File: config.mk
export PLATFORM = sky130hd
export DESIGN_NAME = fetch_stage
export DESIGN_NICKNAME = d
export VERILOG_FILES = /design/src/rtl/fetch_pkg.sv /design/src/rtl/pc_register.sv /design/src/rtl/fetch_stage.sv
export SDC_FILE = /design/constraint.sdc
export NUM_CORES = 1
export LEC_CHECK = 0
export ABC_AREA = 1
export BUFFER_PORTS_ARGS = -buffer_cell sky130_fd_sc_hd__buf_2
export CORE_MARGIN = 2
export CORE_UTILIZATION = 45
export CTS_CLUSTER_SIZE = 24
export DETAILED_ROUTE_END_ITERATION = 10
export GPL_ROUTABILITY_DRIVEN = 0
export PLACE_DENSITY_LB_ADDON = 0.15
export SLEW_MARGIN = 20
export SYNTH_ARGS = -nofsm -noshare
export SYNTH_HDL_FRONTEND = slang
export SYNTH_SLANG_ARGS = --single-unit
export TNS_END_PERCENT = 10
File: constraint.sdc
create_clock -name Clk -period 2.2 [get_ports Clk]
set_input_delay 0.66 -clock Clk [delete_from_list [all_inputs] [get_ports Clk]]
set_output_delay 0.66 -clock Clk [all_outputs]
set_load 0.01 [all_outputs]
File: src/rtl/fetch_pkg.sv
// Shared types and constants for the instruction fetch stage.
package fetch_pkg;

  // Fetch FSM state encodings (2-bit, legacy-compatible constants)
  localparam logic [1:0] ST_IDLE = 2'd0;
  localparam logic [1:0] ST_REQ  = 2'd1;
  localparam logic [1:0] ST_WAIT = 2'd2;
  localparam logic [1:0] ST_DONE = 2'd3;

  // Typed view of the same encodings, used on the debug state output
  typedef enum logic [1:0] {
    IDLE = 2'd0,
    REQ  = 2'd1,
    WAIT = 2'd2,
    DONE = 2'd3
  } fetch_state_t;

  // Bit positions inside the sticky error vector
  localparam int ERR_TIMEOUT = 0;
  localparam int ERR_LD_BUSY = 1;

  // Width of a counter that must hold values 0..timeout
  function automatic int wait_cnt_w(input int timeout);
    return (timeout < 1) ? 1 : $clog2(timeout + 1);
  endfunction

endpackage

File: src/rtl/pc_register.sv
// Program counter flop with load and increment enables; load has priority.
module pc_register
  import fetch_pkg::*;
#(
  parameter int                ADDR_W   = 16,
  parameter logic [ADDR_W-1:0] RESET_PC = '0
) (
  input  logic              Clk,
  input  logic              Reset_n,
  input  logic              i_load,
  input  logic [ADDR_W-1:0] i_load_val,
  input  logic              i_inc,
  output logic [ADDR_W-1:0] o_pc,
  output logic [ADDR_W-1:0] o_pc_inc
);

  logic [ADDR_W-1:0] r_pc;

  // PC register: async reset, then load from the mux or step by one
  always_ff @(posedge Clk or negedge Reset_n) begin
    if (!Reset_n) begin
      r_pc <= RESET_PC;
    end else if (i_load) begin
      r_pc <= i_load_val;
    end else if (i_inc) begin
      r_pc <= o_pc_inc;
    end
  end

  // Wraps naturally at 2^ADDR_W
  assign o_pc     = r_pc;
  assign o_pc_inc = r_pc + ADDR_W'(1);

endmodule

File: src/rtl/fetch_stage.sv
// Instruction fetch stage: owns PC, MAR and IR and runs the memory read.
//
// Memory handshake: MEM_REQ is a level held from the REQ state through WAIT,
// with MEM_ADDR frozen for that whole window. A transfer completes on the
// first WAIT cycle where MEM_REQ and MEM_READY are both high; MEM_READY in
// REQ is ignored because memory is still sampling the address. If no
// transfer occurs within TIMEOUT WAIT cycles the request is withdrawn.
module fetch_stage
  import fetch_pkg::*;
#(
  parameter int                ADDR_W   = 16,
  parameter int                DATA_W   = 16,
  parameter logic [ADDR_W-1:0] RESET_PC = '0,
  parameter int                TIMEOUT  = 255
) (
  input  logic              Clk,
  input  logic              Reset_n,
  input  logic [ADDR_W-1:0] PCMUX_OUT,
  input  logic              LD_PC,
  input  logic              FETCH_START,
  input  logic              MEM_READY,
  input  logic [DATA_W-1:0] MEM_RDATA,
  output logic              MEM_REQ,
  output logic [ADDR_W-1:0] MEM_ADDR,
  output logic [ADDR_W-1:0] PC,
  output logic [ADDR_W-1:0] PC_INCREMENT,
  output logic [DATA_W-1:0] IR,
  output logic              IR_VALID,
  output logic              FETCH_BUSY,
  output logic [1:0]        ERR,
  output fetch_state_t      o_dbg_state
);

  localparam int CNT_W = wait_cnt_w(TIMEOUT);

  logic [1:0]        r_state;
  logic              r_pending;
  logic [ADDR_W-1:0] r_mem_addr;
  logic [DATA_W-1:0] r_ir;
  logic [1:0]        r_err;
  logic [CNT_W-1:0]  r_wait_cnt;

  logic              w_in_idle;
  logic              w_start;
  logic              w_ld_pc;
  logic              w_pc_inc_en;
  logic [ADDR_W-1:0] w_pc;
  logic [ADDR_W-1:0] w_pc_inc;

  assign w_in_idle   = (r_state == ST_IDLE);
  assign w_start     = FETCH_START | r_pending;
  assign w_ld_pc     = LD_PC & w_in_idle;
  assign w_pc_inc_en = (r_state == ST_WAIT) & MEM_READY;

  pc_register #(
    .ADDR_W   (ADDR_W),
    .RESET_PC (RESET_PC)
  ) u_pc (
    .Clk        (Clk),
    .Reset_n    (Reset_n),
    .i_load     (w_ld_pc),
    .i_load_val (PCMUX_OUT),
    .i_inc      (w_pc_inc_en),
    .o_pc       (w_pc),
    .o_pc_inc   (w_pc_inc)
  );

  // Fetch sequencer with MAR, IR, wait counter and sticky error capture
  always_ff @(posedge Clk or negedge Reset_n) begin
    if (!Reset_n) begin
      r_state    <= ST_IDLE;
      r_pending  <= 1'b0;
      r_mem_addr <= '0;
      r_ir       <= '0;
      r_err      <= '0;
      r_wait_cnt <= '0;
    end else begin
      if (LD_PC && !w_in_idle) begin
        r_err[ERR_LD_BUSY] <= 1'b1;
      end
      case (r_state)
        ST_IDLE: begin
          if (w_start) begin
            if (LD_PC) begin
              // PC is being replaced this cycle; start once the new value lands
              r_pending <= 1'b1;
            end else begin
              r_mem_addr <= w_pc;
              r_pending  <= 1'b0;
              r_state    <= ST_REQ;
            end
          end
        end
        ST_REQ: begin
          r_wait_cnt <= '0;
          r_state    <= ST_WAIT;
        end
        ST_WAIT: begin
          if (MEM_READY) begin
            r_ir    <= MEM_RDATA;
            r_state <= ST_DONE;
          end else if (r_wait_cnt == CNT_W'(TIMEOUT - 1)) begin
            r_err[ERR_TIMEOUT] <= 1'b1;
            r_state            <= ST_IDLE;
          end else begin
            r_wait_cnt <= r_wait_cnt + CNT_W'(1);
          end
        end
        default: begin
          r_state <= ST_IDLE;
        end
      endcase
    end
  end

  assign MEM_REQ      = (r_state == ST_REQ) | (r_state == ST_WAIT);
  assign MEM_ADDR     = r_mem_addr;
  assign PC           = w_pc;
  assign PC_INCREMENT = w_pc_inc;
  assign IR           = r_ir;
  assign IR_VALID     = (r_state == ST_DONE);
  assign FETCH_BUSY   = !w_in_idle;
  assign ERR          = r_err;
  assign o_dbg_state  = fetch_state_t'(r_state);

endmodule

==> results of run 1 <==
metal layers:
| layer | global-route usage, % | part of all wire [%] |
|---|---|---|
| met2 | 34.7 | 46 |
| met5 | 0 | 0 |
| met3 | 4.01 | 6.4 |
| met4 | 8.82 | 2.0 |
| met1 | 30.6 | 46 |
power by group:
part	internal (mW)	leakage, nW	switching, mW
Sequential	1.57	0.768	0.370
Clock	0.656	0.112	0.437
Combinational	1.21	1.49	1.75
worst max-delay path: cells and delay by family (launching register included):
family	cells	cell delay (ps)
DFF	1	410
and+or+nand+nor	4	450
buffers and inverters	2	260
AOI/OAI and AO/OA	1	130
worst max-delay path by stage:
stage / slack [ps] / end / depth (start not counted)
5_1_grt: -140 / PC_INCREMENT[12] / 8
4_1_cts: -80 / PC_INCREMENT[6] / 6
6_report: -50 / PC_INCREMENT[9] / 7
2_1_floorplan: 250 / PC_INCREMENT[10] / 5
3_5_place_dp: 230 / PC_INCREMENT[9] / 7
3_3_place_gp: 270 / PC_INCREMENT[9] / 7
area by class of cell:
class,instances,area share [%]
Multi-Input combinational cell,279,35.1
Clock inverter,5,1.74
Sequential cell,61,35.4
Tap cell,96,2.78
Inverter,51,4.60
Timing Repair Buffer,130,17.3
Clock buffer,10,3.18
cell families after synthesis:
family	Yosys count	synth area share, %
flops	61	47.5
simple gates	214	30.6
xor+xnor	10	2.72
fa+ha+maj	8	3.11
compound gates	47	8.75
buf+inv	58	7.35
synthesized netlist by cell type:
cell      instances
buf_2             3
dfrtp_1          61
ha_1              8
xnor2_1           1
o21bai_1          3
nand2_2           7
nand3_2           1
a21o_1            1
nand2_1         147
o21ai_0          18
inv_6             1
o211ai_1          2
inv_4             1
nand3_1          23
inv_1            45
nand2_4           4
o221ai_1          1
buf_4             2
and2_1            5
o21ai_1          12
a31o_2            1
nor2_1           13
o22ai_1           1
nand3_4           2
inv_2             4
nor3_1            1
clkbuf_1          2
nor2_4            6
nor2_2            3
o21ai_2           6
nand4_1           2
a21oi_1           2
xor2_1            9
what timing repair did:
action / in CTS / in global routing
endpoints found under the setup margin: 11 / 13
pin swaps: 9 / 4
hold endpoints to repair: 0 / 0
gates resized for setup: 11 / 11
setup buffers: 9 / 4
flip-flops by register name, indices dropped and copies added (netlist names):
name         cells
ERR              2
IR              16
MEM_ADDR        16
o_dbg_state      2
r_pending        1
r_wait_cnt       8
u_pc.o_pc       16
stage by stage:
step           setup slack, ps  utilization (%)  area [um^2]  hold slack [ps]  std cells
2_1_floorplan              250                -         3220              364        398
3_3_place_gp               265             57.3         3940              437        604
3_5_place_dp               232             57.3         3940              446        604
4_1_cts                  -84.1             61.9         4250              300        628
5_1_grt                   -136             63.0         4330              326        632
6_report                 -47.7             63.0         4330              299        632
==> summary.md, run 1 <==
| Metric | Value |
|---|---|
| Total Wirelength | `8.15 mm` |
| Vias after detailed routing | `3007` |
| Netlist cell types | `33` |
| CTS Sinks | `61` |
| Area grow syn2layout | `34.5%` |
| Synth top area cells | `dfrtp_1 47%, nand2_1 17%, inv_1 5.3%, nand3_1 3.6%, ha_1 3.1%` |
| CTS buffer count | `9` |
| First-pass GRT wire length | `13.3 mm` |
| Register area | `1530 um^2` |
| RSZ-0062 raised after global routing | `true` |
| Slew HR | `64.6%` |
| CTS tree | `yes` |
| Ports | `108` |
| Drt first-iter violations | `116` |
| Fillcell total | `630` |
| FF-to-FF End | `u_pc.o_pc[0]` |
| Reg2reg start | `o_dbg_state[0]` |
| Max incr delay on CP | `410 ps` |
| Core Box Area | `6870 um^2` |
| Critical Path RT | `1540 ps` |
| Drt via density | `4.76` |
| Setup slack after layout | `-47.7 ps` |
| Die area | `7840 um^2` |
| Critical path class | `reg2out` |
| Mapped Area | `3220 um^2` |
| Register area share after synthesis | `47.5%` |
| Total global-route track usage | `22.2%` |
| Syn_nets | `443` |
| Post-CTS Hold Fix Bufs | `0` |
| Critical Path End Type | `primary output` |
| Highest clock rate | `445 MHz` |
| Power per standard cell area | `1390 nW/um^2` |
| Clk slew on worst S/H paths | `70 ps` |
| Worst path arrival time | `1590 ps` |
| Final Power | `6.00 mW` |
| Multi-input logic area | `1520 um^2` |
| Initial core utilization | `46.8%` |
| Vias in the first global route | `2807` |
| Worst-case clock buffer depth | `2` |
| WL/cell | `12.9 um` |
| Violated checks | `setup timing` |
| Final worst-path cycle share | `102%` |
| Syn Inst Count | `398` |
| Setup-failing EPs final | `9` |
| Clock skew | `7.14 ps` |
| Post-layout nets | `577` |
| Leakage | `2.37 nW` |
| CP max FO | `3` |
| Row Count | `30` |
| Largest net degree at the start of global routing | `33` |
| Hold Crit Class | `in2async` |
| Critical path startpoint | `u_pc.o_pc[1]` |
| Die Ht | `88.6 um` |
| Max cap viols | `0` |
| Share of layout cells above drive strength 1 | `36.6%` |
| Commonest non-fill, non-tap cell in the layout | `nand2_1` |
| Initial antenna violation count | `0` |
| Residual DRC count | `0` |
| Outcome | `complete, but fails checks` |
| Final Hold Fails | `0` |
| Clock latency at the later pin of the worst-skew pair | `340 ps` |
| Htree depth | `3` |
| Hpwl dp | `5.89 mm` |
| Fin. max-slew vios | `0` |
| Worst slew pin tran | `531 ps` |
| Most frequent cells in the layout | `142 x nand2_1, 106 x buf_2, 58 x dfrtp_1` |
| Die W | `88.6 um` |
| Synth top area share | `47.5%` |
| Mean Syn Cell Area | `8.08 um^2` |
| Worst IR Drop VDD | `703 uV` |
| Post-DRT Antenna Nets | `0` |
| Startpoint Class | `flop` |
| Minimum clock period | `2250 ps` |
| Slowest CP cell | `dfrtp_1` |
| R2r setup slk | `370 ps` |
| Crit-path cells | `buf_6 -> nand2_1 -> nor2_4 -> nand2_2 -> o21ai_2 -> and2_1 -> buf_2` |
| Yosys top cell by area | `dfrtp_1` |
| Setup TNS | `-194 ps` |
| Worst reg2reg path depth | `7` |
| Ant diodes | `0` |
| Port Buf Inserts | `107` |
| DRT Pass-1 Iters | `4` |
| GRT overflow | `0` |
| Synth Register Bits | `61` |
| Synth warn | `0` |
| Root Driver | `clkbuf_8` |
(Power assumes the default switching activity.)
==> run 2: changes to the inputs <==
--- a/config.mk
+++ b/config.mk
@@ -16,5 +16,6 @@
 export SLEW_MARGIN = 20
 export SYNTH_ARGS = -nofsm -noshare
 export SYNTH_HDL_FRONTEND = slang
+export SYNTH_HIERARCHICAL = 1
 export SYNTH_SLANG_ARGS = --single-unit
 export TNS_END_PERCENT = 10
==> run 2 against run 1 <==
  * The run still ends with setup timing left
  * Count of clock-buffer cells in the layout unchanged
  * Via count down 3.1%
  * Synthesized area down 2.6%
  * Die area down 2.5%
  * Sequential power about the same
  * Power down 6.2%
  * Final cell count down 5.5%
  * Utilization down 2.1 points
  * Register-to-register slack worse by 130 ps
  * Combinational power down 15%
  * Sequential cell count unchanged
  * Sequential share of layout area up 1.9 points
  * Critical endpoint is now PC_INCREMENT[10]
==> summary.md, run 2 <==
| Metric | Value |
|---|---|
| Main combinational cell family by area after synthesis | `simple AND/OR/NAND/NOR gates (unchanged)` |
| Worst path arrival time | `1630 ps (was 1590 ps)` |
| First-pass GRT wire length | `13.2 mm (was 13.3 mm)` |
| Syn_nets | `434 (was 443)` |
| Max cap viols | `0 (unchanged)` |
| Residual DRC count | `0 (unchanged)` |
| Minimum clock period | `2290 ps (was 2250 ps)` |
| Yosys top cell by area | `dfrtp_1 (unchanged)` |
| Fillcell total | `651 (was 630)` |
| Row Count | `30 (unchanged)` |
| Die area | `7640 um^2 (was 7840 um^2)` |
| Xor/xnor share of the synthesized area | `1.96% (was 2.72%)` |
| Placed inst area | `3800 um^2 (was 3940 um^2)` |
| FF-to-FF End | `u_pc/o_pc[10] (was u_pc.o_pc[0])` |
| Ant diodes | `0 (unchanged)` |
| Util after Layout | `60.9% (was 63.0%)` |
| Synth Area in Adders | `3.20% (was 3.11%)` |
| Total global-route track usage | `22.0% (was 22.2%)` |
| Netlist cell types | `33 (unchanged)` |
| Worst reg2reg path depth | `8 (was 7)` |
| Worst slew pin tran | `322 ps (was 531 ps)` |
| Slew HR | `78.3% (was 64.6%)` |
| Count leader, synth | `nand2_1 (unchanged)` |
| Non-Filler Instances | `597 (was 632)` |
| Largest net degree at the start of global routing | `62 (was 33)` |
| Htree depth | `3 (unchanged)` |
| Worst IR Drop VDD | `751 uV (was 703 uV)` |
| Post-DRT Antenna Nets | `0 (unchanged)` |
| Synth Register Bits | `61 (unchanged)` |
| CTS buffer count | `9 (unchanged)` |
| Area grow syn2layout | `31.4% (was 34.5%)` |
| Clock skew | `13.9 ps (was 7.14 ps)` |
| Setup slack after layout | `-87.7 ps (was -47.7 ps)` |
| Post-synthesis mux area share | `0% (unchanged)` |
| Simple-gate share of the synthesized area | `33.7% (was 30.6%)` |
| Main synth FF type | `dfrtp_1 (unchanged)` |
| Placed Cells | `578 (was 604)` |
| RSZ-0062 raised after global routing | `true (unchanged)` |
| Total Wirelength | `7.96 mm (was 8.15 mm)` |
| Syn Inst Count | `389 (was 398)` |
| Drt via density | `4.88 (was 4.76)` |
| Startpoint Class | `flop (unchanged)` |
| Hpwl dp | `5.55 mm (was 5.89 mm)` |
| Mapped Area | `3130 um^2 (was 3220 um^2)` |
| Max incr delay on CP | `390 ps (was 410 ps)` |
| CP bufs+invs | `2 (unchanged)` |
| Outcome | `complete, but fails checks (unchanged)` |
| Violated checks | `setup timing (unchanged)` |
| CTS Sinks | `61 (unchanged)` |
| WL/cell | `13.3 um (was 12.9 um)` |
| Critical path class | `reg2out (unchanged)` |
| Post-layout nets | `557 (was 577)` |
| DRT Pass-1 Iters | `4 (unchanged)` |
| Share of layout cells above drive strength 1 | `35.0% (was 36.6%)` |
| Commonest non-fill, non-tap cell in the layout | `nand2_1 (unchanged)` |
| Clock latency at the later pin of the worst-skew pair | `340 ps (about the same)` |
| Hold Crit Class | `in2async (unchanged)` |
| Leakage | `2.26 nW (was 2.37 nW)` |
| Initial core utilization | `46.4% (was 46.8%)` |
| Vias in the first global route | `2855 (was 2807)` |
| Post-synth top cells | `172 x nand2_1, 61 x dfrtp_1, 24 x inv_1 (was 147 x nand2_1, 61 x dfrtp_1, 45 x inv_1)` |
| Vias after detailed routing | `2913 (was 3007)` |
| Compound-Gate Fraction of Synth Area | `7.07% (was 8.75%)` |
| Most frequent cells in the layout | `169 x nand2_1, 107 x buf_2, 54 x dfrtp_1 (was 142 x nand2_1, 106 x buf_2, 58 x dfrtp_1)` |
| CP max FO | `3 (unchanged)` |
| Die Ht | `87.4 um (was 88.6 um)` |
| Final worst-path cycle share | `104% (was 102%)` |
| CTS tree | `yes (unchanged)` |
| Mean Syn Cell Area | `8.05 um^2 (was 8.08 um^2)` |
| Synth warn | `6 (was 0)` |
| Synth top area cells | `dfrtp_1 49%, nand2_1 21%, ha_1 3.2%, nand3_1 3.2%, inv_1 2.9% (was dfrtp_1 47%, nand2_1 17%, inv_1 5.3%, nand3_1 3.6%, ha_1 3.1%)` |
| R2r setup slk | `240 ps (was 370 ps)` |
| Final Hold Fails | `0 (unchanged)` |
| Initial antenna violation count | `0 (unchanged)` |
| Final Instance Area | `4110 um^2 (was 4330 um^2)` |
| Final Power | `5.63 mW (was 6.00 mW)` |
| Root Driver | `clkbuf_8 (unchanged)` |
| Die W | `87.4 um (was 88.6 um)` |
| Critical Path RT | `1540 ps (about the same)` |
| Critical Path End Type | `primary output (unchanged)` |
| Fin. max-slew vios | `0 (unchanged)` |
| Register area share after synthesis | `48.7% (was 47.5%)` |
| Ports | `108 (unchanged)` |
| Core Box Area | `6760 um^2 (was 6870 um^2)` |
| Reg2reg start | `o_dbg_state[0] (unchanged)` |
| Synth top area share | `48.7% (was 47.5%)` |
| Async SR Flop Fraction | `100% (unchanged)` |
| Port Buf Inserts | `107 (unchanged)` |
| Slowest CP cell | `dfrtp_1 (unchanged)` |
| Setup-failing EPs final | `6 (was 9)` |
| Crit-path cells | `ha_2 -> nand2_2 -> nor2_4 -> buf_4 -> nand3b_1 -> nand2_1 -> and2_1 -> buf_2 (was buf_6 -> nand2_1 -> nor2_4 -> nand2_2 -> o21ai_2 -> and2_1 -> buf_2)` |
| Top delay family on crit path | `simple AND/OR/NAND/NOR gates (unchanged)` |
| Drt first-iter violations | `155 (was 116)` |
| Clk slew on worst S/H paths | `70 ps (about the same)` |
| GRT overflow | `0 (unchanged)` |
| Power per standard cell area | `1370 nW/um^2 (was 1390 nW/um^2)` |
| Highest clock rate | `437 MHz (was 445 MHz)` |
| Number of synthesized flops with an enable pin | `0 (unchanged)` |
| Worst-case clock buffer depth | `2 (unchanged)` |
## run 2: cell types whose count changed in the layout (fill, tap and decap cells not counted), sizes merged, moves of 3 or more
cell and change:
nand4 +4, o21ai -20, nand3 -6, and2 -3, xor2 -5, a22oi +11
nand2 +23, nor2 +4, inv -20, buf -11
## run 2: worst max path at each step
| stage | startpoint | endpoint | slack, ps | cells past startpoint |
|---|---|---|---|---|
| detailed placement | u_pc/o_pc[0] | PC_INCREMENT[10] | 140 | 8 |
| global route | u_pc/o_pc[0] | PC_INCREMENT[10] | -170 | 8 |
| floorplan | u_pc/o_pc[1] | PC_INCREMENT[10] | 280 | 7 |
| CTS | u_pc/o_pc[1] | PC_INCREMENT[10] | -80 | 8 |
| finish | u_pc/o_pc[0] | PC_INCREMENT[10] | -90 | 8 |
| global placement | u_pc/o_pc[0] | PC_INCREMENT[10] | 190 | 8 |
## run 2: cells by family after synthesis
kind of cell | after synthesis
flops | 61
compound gates | 34
buf+inv | 38
simple gates | 241
fa+ha+maj | 8
xor+xnor | 7
## run 2: report_power, final
part	switching [mW]	internal, mW
sequential	0.406	1.57
clock	0.459	0.666
combinational	1.51	1.02
total	2.38	3.25
## run 2: cell type report
type                            count  area [um^2]  area share [%]
Inverter                           31          116            2.83
Clock inverter                      6         86.3            2.10
Clock buffer                       10          138            3.35
Tap cell                           80          100            2.43
Timing Repair Buffer              119          638            15.5
Sequential cell                    61         1540            37.3
Multi-Input combinational cell    290         1500            36.5
## run 2: stage by stage
stage / hold slack, ps / setup TNS (ps) / setup slack, ps
5_1_grt: 339 / -1160 / -165
3_3_place_gp: 436 / 0 / 194
2_1_floorplan: 364 / 0 / 277
6_report: 315 / -276 / -87.7
4_1_cts: 329 / -265 / -77.6
3_5_place_dp: 443 / 0 / 143
## run 2: layer usage
metal	vias to the layer above	GRT usage, %	routed length (um)
met5	-	0	0
met4	0	7.83	84
met1	1343	31.0	3800
li1	1481	-	-
met3	10	4.17	414
met2	79	33.9	3660
## run 2: timing repair
action                                  4_1_cts  5_1_grt
gates cloned                                  0        0
buffers inserted                              3        0
endpoints found under the hold margin         0        0
hold buffers                                  0        0
pin swaps                                     4        4
resized for setup                             9       15
endpoints found under the setup margin       12       12
==> run 3: changes to the inputs <==
--- a/config.mk
+++ b/config.mk
@@ -7,8 +7,10 @@
 export LEC_CHECK = 0
 export ABC_AREA = 1
 export BUFFER_PORTS_ARGS = -buffer_cell sky130_fd_sc_hd__buf_2
+export CELL_PAD_IN_SITES_DETAIL_PLACEMENT = 2
+export CELL_PAD_IN_SITES_GLOBAL_PLACEMENT = 2
 export CORE_MARGIN = 2
-export CORE_UTILIZATION = 45
+export CORE_UTILIZATION = 28
 export CTS_CLUSTER_SIZE = 24
 export DETAILED_ROUTE_END_ITERATION = 10
 export GPL_ROUTABILITY_DRIVEN = 0
==> run 3 against run 2 <==
  * The flow still finishes with violations (setup timing)
  * Final area grew 3.8%
  * Power up 3.4%
  * Via count grew 8.7%
  * Utilization fell by 22 points
  * Count of clock-buffer cells in the layout grew 2
  * Maximum frequency is 0.60% lower
  * Worst setup slack worse by 14 ps
  * Clock power is 9.7% lower
  * Clock skew decreased by 8.9 ps
  * Hold slack better by 9.6 ps
  * Critical endpoint is now PC_INCREMENT[14]
  * Largest power group unchanged
  * Highest routed layer unchanged
==> summary.md, run 3 (synthesis gave the netlist of run 2 again) <==
| Metric | Value |
|---|---|
| Hpwl dp | `7.84 mm (was 5.55 mm)` |
| Residual DRC count | `0 (unchanged)` |
| First-pass GRT wire length | `17.6 mm (was 13.2 mm)` |
| Highest clock rate | `434 MHz (was 437 MHz)` |
| Setup-failing EPs final | `11 (was 6)` |
| Final Instance Area | `4270 um^2 (was 4110 um^2)` |
| Root Driver | `clkbuf_8 (unchanged)` |
| RSZ-0062 raised after global routing | `true (unchanged)` |
| Critical Path End Type | `primary output (unchanged)` |
| Placed inst area | `3920 um^2 (was 3800 um^2)` |
| Row Count | `38 (was 30)` |
| Commonest non-fill, non-tap cell in the layout | `nand2_1 (unchanged)` |
| Initial antenna violation count | `0 (unchanged)` |
| Critical path class | `reg2out (unchanged)` |
| CTS buffer count | `9 (unchanged)` |
| WL/cell | `16.2 um (was 13.3 um)` |
| Post-layout nets | `567 (was 557)` |
| Max incr delay on CP | `410 ps (was 390 ps)` |
| Worst path depth | `7 (was 8)` |
| Slew HR | `76.5% (was 78.3%)` |
| Hold Crit Class | `in2async (unchanged)` |
| Ant diodes | `0 (unchanged)` |
| Setup slack after layout | `-102 ps (was -87.7 ps)` |
| Switch Pwr | `2.57 mW (was 2.38 mW)` |
| Vias in the first global route | `3478 (was 2855)` |
| Drt via density | `4.75 (was 4.88)` |
| Core Box Area | `10900 um^2 (was 6760 um^2)` |
| Ports | `108 (unchanged)` |
| Clock power frac | `17.6% (was 20.0%)` |
| Area grow syn2layout | `36.4% (was 31.4%)` |
| Vias after detailed routing | `3167 (was 2913)` |
| Int Power | `3.25 mW (about the same)` |
| Die Ht | `110 um (was 87.4 um)` |
| Clock skew | `5.09 ps (was 13.9 ps)` |
| Final Hold Fails | `0 (unchanged)` |
| Htree depth | `3 (unchanged)` |
| GRT overflow | `0 (unchanged)` |
| Most frequent cells in the layout | `165 x nand2_1, 107 x buf_2, 56 x dfrtp_1 (was 169 x nand2_1, 107 x buf_2, 54 x dfrtp_1)` |
| Crit-path cells | `ha_4 -> nand3_2 -> nor2_4 -> nand3_1 -> nand2_1 -> nand2_1 -> buf_2 (was ha_2 -> nand2_2 -> nor2_4 -> buf_4 -> nand3b_1 -> nand2_1 -> and2_1 -> buf_2)` |
| Die area | `12000 um^2 (was 7640 um^2)` |
| Total global-route track usage | `19.1% (was 22.0%)` |
| Leakage | `2.31 nW (was 2.26 nW)` |
| Final worst-path cycle share | `105% (was 104%)` |
| Top delay family on crit path | `simple AND/OR/NAND/NOR gates (unchanged)` |
| Setup WS pre-CTS | `166 ps (was 143 ps)` |
| CTS Sinks | `61 (unchanged)` |
| CP bufs+invs | `1 (was 2)` |
| CTS tree | `yes (unchanged)` |
| DRT Pass-1 Iters | `4 (unchanged)` |
| Worst IR Drop VDD | `456 uV (was 751 uV)` |
| Seq pwr share | `33.7% (was 35.1%)` |
| Die W | `110 um (was 87.4 um)` |
| Startpoint Class | `flop (unchanged)` |
| CP max FO | `3 (unchanged)` |
| Slowest CP cell | `dfrtp_1 (unchanged)` |
| Outcome | `complete, but fails checks (unchanged)` |
| Minimum clock period | `2300 ps (was 2290 ps)` |
| R2r setup slk | `250 ps (was 240 ps)` |
| CP most frequent cell | `nand2_1` |
| Net Sw Frac | `44.2% (was 42.2%)` |
| Port Buf Inserts | `107 (unchanged)` |
| Util after Layout | `39.2% (was 60.9%)` |
| Post-DRT Antenna Nets | `0 (unchanged)` |
| Drt first-iter violations | `70 (was 155)` |
| Clk slew on worst S/H paths | `70 ps (about the same)` |
| Largest net degree at the start of global routing | `62 (unchanged)` |
| Max cap viols | `0 (unchanged)` |
| Violated checks | `setup timing (unchanged)` |
| Initial core utilization | `28.8% (was 46.4%)` |
| Power per standard cell area | `1360 nW/um^2 (was 1370 nW/um^2)` |
| Share of layout cells above drive strength 1 | `36.6% (was 35.0%)` |
| Worst-case clock buffer depth | `2 (unchanged)` |
| Combinational Power Share | `48.7% (was 44.9%)` |
| Total Wirelength | `10.8 mm (was 7.96 mm)` |
| Fillcell total | `1278 (was 651)` |
| Clock latency at the later pin of the worst-skew pair | `340 ps (about the same)` |
| Worst slew pin tran | `352 ps (was 322 ps)` |
| Critical Path RT | `1540 ps (about the same)` |
| Worst reg2reg path depth | `8 (unchanged)` |
| Worst path arrival time | `1640 ps (was 1630 ps)` |
| Fin. max-slew vios | `0 (unchanged)` |
==> run 3: metal layers <==
layer	up-vias	GRT usage (%)	wire length, um
met3	15	4.86	545
met5	-	0	0
met2	76	31.2	5370
met1	1580	24.2	4710
li1	1496	-	-
met4	0	7.32	170
==> run 3: power groups by stage <==
| stage | sequential [mW] | combinational [mW] | clock, mW |
|---|---|---|---|
| after global placement | 1.92 | 2.63 | 0 |
| after detailed placement | 1.95 | 2.71 | 0 |
| final | 1.96 | 2.83 | 1.02 |
| after CTS | 1.95 | 2.78 | 1.07 |
| after global routing | 2.04 | 3.18 | 1.12 |
| after floorplan | 2.12 | 1.29 | 0 |
==> run 3: area by class of cell <==
cell class	instances	area, um^2	share of cell area, %
inverter	31	116	2.72
clock inverter	4	47.5	1.11
tap	140	175	4.10
sequential	61	1530	35.9
timing repair buffer	129	717	16.8
multi-input combinational	290	1540	36.0
clock buffer	12	145	3.40
==> run 3: per-stage QoR <==
step | total power, mW | setup TNS (ps) | instances | hold WS, ps
after floorplan | 3.41 | 0 | 389 | 364
after global placement | 4.54 | 0 | 644 | 436
after detailed placement | 4.66 | 0 | 644 | 448
after CTS | 5.80 | -1060 | 662 | 320
after global routing | 6.34 | -1770 | 667 | 332
final | 5.82 | -544 | 667 | 324
==> run 3: path summary, 6_finish.rpt <==
kind | from | end
max | u_pc/o_pc[1] | PC_INCREMENT[14]
min | Reset_n | r_wait_cnt[4]
max reg2reg | o_dbg_state[1] | u_pc/o_pc[4]
min reg2reg | ERR[1] | ERR[1]
max in group asynchronous | Reset_n | u_pc/o_pc[3]
min in group Clk | ERR[1] | ERR[1]
==> run 3: what timing repair did <==
item,4_1_cts,5_1_grt
gates resized for setup,14,18
pin swaps,4,10
endpoints found under the setup margin,12,14
setup buffers,2,5
hold buffers,0,0
==> run 3: worst register-to-register path: cells and delay by family, from the launching register on <==
| kind | cells | cell delay [ps] |
|---|---|---|
| buffers and inverters | 3 | 540 |
| and+or+nand+nor | 2 | 290 |
| AOI/OAI and AO/OA | 2 | 310 |
| adders and majority gates | 1 | 240 |
| DFF | 1 | 440 |
